==> src/rtl/vga_timing_encoder.sv <==
// 640x480@60 VGA raster generator with shader-latency-matched sync/blank
// and TinyTapeout VGA PMOD pin packing on a fully registered uo_out.
module vga_timing_encoder #(
  parameter int LATENCY   = 2,
  parameter int H_VISIBLE = 640,
  parameter int H_FRONT   = 16,
  parameter int H_SYNC    = 96,
  parameter int H_BACK    = 48,
  parameter int V_VISIBLE = 480,
  parameter int V_FRONT   = 10,
  parameter int V_SYNC    = 2,
  parameter int V_BACK    = 33
) (
  input  logic       clk,
  input  logic       rst_n,
  input  logic [5:0] rgb_in,
  output logic [9:0] pix_x,
  output logic [9:0] pix_y,
  output logic       pix_valid,
  output logic       frame_start,
  output logic [7:0] frame_count,
  output logic [7:0] uo_out
);

  localparam int H_TOTAL = H_VISIBLE + H_FRONT + H_SYNC + H_BACK;
  localparam int V_TOTAL = V_VISIBLE + V_FRONT + V_SYNC + V_BACK;

  localparam logic [9:0] H_LAST = 10'(H_TOTAL - 1);
  localparam logic [9:0] V_LAST = 10'(V_TOTAL - 1);
  localparam logic [9:0] H_VIS  = 10'(H_VISIBLE);
  localparam logic [9:0] V_VIS  = 10'(V_VISIBLE);
  localparam logic [9:0] HS_BEG = 10'(H_VISIBLE + H_FRONT);
  localparam logic [9:0] HS_END = 10'(H_VISIBLE + H_FRONT + H_SYNC - 1);
  localparam logic [9:0] VS_BEG = 10'(V_VISIBLE + V_FRONT);
  localparam logic [9:0] VS_END = 10'(V_VISIBLE + V_FRONT + V_SYNC - 1);

  typedef struct packed {
    logic hs_n;
    logic vs_n;
    logic vis;
  } tap_t;

  localparam tap_t IDLE = '{hs_n: 1'b1, vs_n: 1'b1, vis: 1'b0};

  logic [9:0] x_q, x_d;
  logic [9:0] y_q, y_d;
  logic [7:0] fc_q, fc_d;
  logic [7:0] uo_q, uo_d;
  logic       x_wrap, y_wrap;
  tap_t       tup, tap;
  logic [5:0] col;

  always_comb begin
    x_wrap = (x_q == H_LAST);
    y_wrap = (y_q == V_LAST);
    x_d    = x_wrap ? 10'd0 : x_q + 10'd1;
    y_d    = y_q;
    fc_d   = fc_q;
    if (x_wrap) begin
      y_d = y_wrap ? 10'd0 : y_q + 10'd1;
      if (y_wrap) fc_d = fc_q + 8'd1;
    end
  end

  always_comb begin
    tup.vis  = (x_q < H_VIS) && (y_q < V_VIS);
    tup.hs_n = !((x_q >= HS_BEG) && (x_q <= HS_END));
    tup.vs_n = !((y_q >= VS_BEG) && (y_q <= VS_END));
  end

  always_ff @(posedge clk or negedge rst_n) begin
    if (!rst_n) begin
      x_q  <= '0;
      y_q  <= '0;
      fc_q <= '0;
    end else begin
      x_q  <= x_d;
      y_q  <= y_d;
      fc_q <= fc_d;
    end
  end

  // Sync/blank ride alongside the shader pipeline to meet rgb_in.
  if (LATENCY == 0) begin : g_nodly
    assign tap = tup;
  end else begin : g_dly
    tap_t dly_q [LATENCY];

    always_ff @(posedge clk or negedge rst_n) begin
      if (!rst_n) begin
        for (int i = 0; i < LATENCY; i++) dly_q[i] <= IDLE;
      end else begin
        dly_q[0] <= tup;
        for (int i = 1; i < LATENCY; i++) dly_q[i] <= dly_q[i-1];
      end
    end

    assign tap = dly_q[LATENCY-1];
  end

  always_comb begin
    col  = tap.vis ? rgb_in : 6'd0;
    uo_d = {tap.hs_n, col[0], col[2], col[4],
            tap.vs_n, col[1], col[3], col[5]};
  end

  always_ff @(posedge clk or negedge rst_n) begin
    if (!rst_n) uo_q <= 8'h88;
    else        uo_q <= uo_d;
  end

  assign pix_x       = x_q;
  assign pix_y       = y_q;
  assign pix_valid   = tup.vis;
  assign frame_start = (x_q == 10'd0) && (y_q == 10'd0);
  assign frame_count = fc_q;
  assign uo_out      = uo_q;

endmodule

==> config.mk <==
export PLATFORM = sky130hd
export DESIGN_NAME = vga_timing_encoder
export DESIGN_NICKNAME = d
export VERILOG_FILES = /design/src/rtl/vga_timing_encoder.sv
export SDC_FILE = /design/constraint.sdc
export NUM_CORES = 1
export LEC_CHECK = 0
export ABC_AREA = 1
export CAP_MARGIN = 20
export CELL_PAD_IN_SITES_DETAIL_PLACEMENT = 1
export CELL_PAD_IN_SITES_GLOBAL_PLACEMENT = 2
export CORE_MARGIN = 5
export CORE_UTILIZATION = 32
export DETAILED_ROUTE_END_ITERATION = 8
export GPL_TIMING_DRIVEN = 0
export PLACE_DENSITY = 0.82
export SYNTH_ARGS = -nofsm -noshare
export SYNTH_HDL_FRONTEND = slang
export SYNTH_SLANG_ARGS = --single-unit
==> constraint.sdc <==
create_clock -name clk -period 2.4 [get_ports clk]
set_clock_uncertainty 0.05 [all_clocks]
set_input_delay 0.36 -clock clk [delete_from_list [all_inputs] [get_ports clk]]
set_output_delay 0.36 -clock clk [all_outputs]
set_load 0.005 [all_outputs]
==> flow_summary_export.csv <==
group,metric,value,unit
synth,syn_nets,258,
global_route,grt_pass1_wl,8.94,mm
outcome,status,"completed",
synth,yosys_warnings,0,
cells_and_area,nets,312,
timing,hold_viol_final,0,
critical_path,required,1.99,ns
cells_and_area,diodes,0,
synth,ys_seq_area_share,49.8,%
clocking,htree_num_levels,2,
pwr,power_leakage,1.38,nW
global_route,antenna_found_initial,0,
pwr,power_density,446,nW/µm²
place,io_buffers,45,
global_route,grt.total_usage,13.4,%
place,hpwl,3.87,mm
synth,ys.flop_type,"dfrtp_1",
global_route,grt_pass1_vias,1795,
cells_and_area,post_route_cells_drive_above_1_share,14.0,%
timing,drv_slew,0,
synth,yosysMostFrequentCell,"nand2_1",
synth,synth.avg_cell_area,8.68,µm²
die,initial_core_util,33.1,%
run,max_cap_viol_count,0,
timing,finalSetupViolations,0,
clocking,clk_latency,0.31,ns
timing,holdWs,0.307,ns
place,gp_congestion,0.755,
synth,syn_area,2130,µm²
die,fp.coreArea,6420,µm²
timing,fin_setup_tns,0,ns
synth,synthTopCellsByCount,"nand2_1 (59), inv_1 (38), dfrtp_1 (36)",
pwr,finalPower,1.26,mW
cells_and_area,finalNonFillerCells,377,
clocking,cts_tree,"built",
place,post-place-ws,0.147,ns
detailed_routing,drt_wl_total,5.21,mm
die,rows,29,
global_route,grt_max_degree,26,
timing,rsz0062_at_grt,"no",
min_path,hold_class,"reg2reg",
place,placed_cells,368,
detailed_routing,drtPass1Iterations,4,
timing,fin_crit,2.25,ns
detailed_routing,viasPerCell,4.59,
synth,async_flop_share,100,%
clocking,path_clk_slew,0.09,ns
die,die_area,8370,µm²
clocking,root_buffer,"clkbuf_8",
critical_path,crit_arrival,1.84,ns
pwr,peakVddDrop,257,µV
detailed_routing,ant_nets,0,
timing,max_freq,445,MHz
detailed_routing,drtIter0Drc,25,
synth,synth_top_area_share,42.4,%
timing,fin_crit_sh,93.6,%
global_route,grt_overflow,0,
cells_and_area,fill_cells,755,
synth,synth_edf_count,0,
critical_path,r2r_setup_slack,0.74,ns
clocking,cts_sinks,42,
critical_path,setup.worst_path.class,"reg2out",
cells_and_area,seqCellArea,1060,µm²
clocking,cts_buffers,5,
die,die_w,91.5,µm
cells_and_area,syn_to_final_growth,32.5,%
critical_path,cp_max_fo,5,
die,die_h,91.5,µm
detailed_routing,wl_per_cell,13.8,µm
timing,max-slew-margin-rel,69.7,%
detailed_routing,post-route-drc-count,0,
synth,synth_area_leaders,"dfrtp_1 (42%), nand2_1 (10%), dfstp_2 (7.4%), inv_1 (6.7%), xor2_1 (4.9%)",
timing,fin_ws,0.153,ns
clocking,cts_max_path_buffers,2,
synth,ys_ff_latch,42,
synth,synth_top_area_cell,"dfrtp_1",
synth,synth_cell_type_count,25,
critical_path,critPathCaptureType,"output pin",
cells_and_area,multi_input_area,921,µm²
timing,tightest_slew,0.455,ns
synth,synthCells,245,
die,ios,46,
critical_path,cp-start-kind,"flop",
clocking,cts_setup_buffers,0,
detailed_routing,vias,1731,
layout by cell type, fill, tap and decap left out, drive strengths merged, types with 3 or more instances in the layout:
| cell | Yosys | layout |
|---|---|---|
| o21ai | 14 | 14 |
| ha | 5 | 5 |
| nor4 | 3 | 3 |
| dfrtp | 36 | 36 |
| nand2 | 65 | 65 |
| dfstp | 6 | 6 |
| nor2 | 33 | 33 |
| buf | 2 | 4 |
| clkbuf | 0 | 5 |
| xor2 | 12 | 12 |
| nand3 | 16 | 16 |
| inv | 40 | 41 |
| clkdlybuf4s50 | 0 | 43 |
| nand4 | 6 | 6 |
critical path, cell delays in order (launching register included):
cell and delay, ns:
dfrtp_1 0.45, nand2_2 0.13, inv_2 0.09, nor4_4 0.30, clkdlybuf4s50_1 0.55
cells by family (layout without fill, tap and decap cells):
logic type                 after synthesis  in the layout  synth area share (%)
adders and majority gates                5              5                  2.94
and+or+nand+nor                        124            124                  28.4
xor gates and xnor gates                14             14                  5.77
DFF                                     42             42                  49.8
AOI/OAI and AO/OA                       18             18                  5.00
buffers and inverters                   42             97                  8.12
power by group:
part / internal, mW / leakage (nW) / switching [mW] / total [mW]
clock: 0.208 / 0.0408 / 0.289 / 0.497
combinational: 0.0236 / 0.810 / 0.0209 / 0.0444
sequential: 0.713 / 0.526 / 0.00116 / 0.714
total: 0.945 / 1.38 / 0.311 / 1.26
routing by layer:
metal | GRT usage, % | routed length, µm | vias to the layer above
met5 | 0 | 0 | -
met2 | 21.1 | 2320 | 39
met1 | 17.7 | 2580 | 819
li1 | - | - | 865
met3 | 2.98 | 200 | 8
met4 | 6.03 | 106 | 0
metrics by stage:
step	utilization, %	instance area [µm²]
finish	43.9	2820
global route	43.9	2820
CTS	43.7	2810
detailed placement	41.8	2690
global placement	41.6	2670
floorplan	-	2130
cell type report:
class	count	share of cell area [%]
Sequential cell	42	37.6
Multi-Input combinational cell	161	32.7
Timing Repair Buffer	47	16.8
Inverter	40	5.33
Tap cell	77	3.42
Clock buffer	5	2.44
Clock inverter	3	0.844
Buffer	2	0.800
repair_timing:
item | CTS | global route
setup endpoints to repair | 2 | 1
hold buffers | 1 | 0
pin swaps | 1 | 0
gates cloned | 0 | 0
endpoints found under the hold margin | 16 | 0
gates resized for setup | 4 | 2
final timing paths:
check                                      endpoint                      from  cells after the start
max                                       pix_valid        pix_x[9]$_DFF_PN0_                      4
min                             uo_out[3]$_DFF_PN1_  g_dly.dly_q[1]$_DFF_PN1_                      0
max reg2reg                    pix_y[9]$_DFFE_PN0N_        pix_x[0]$_DFF_PN0_                      8
min reg2reg                     uo_out[3]$_DFF_PN1_  g_dly.dly_q[1]$_DFF_PN1_                      0
max in group asynchronous  g_dly.dly_q[4]$_DFF_PN1_                     rst_n                      3
min in group asynchronous       uo_out[0]$_DFF_PN0_                     rst_n                      2
registers in the layout, summed over array words and instances (netlist names):
signal       count
pix_y           10
pix_x           10
uo_out           8
frame_count      8
g_dly.dly_q      6
No activity file was read; power rests on OpenSTA's default activity.
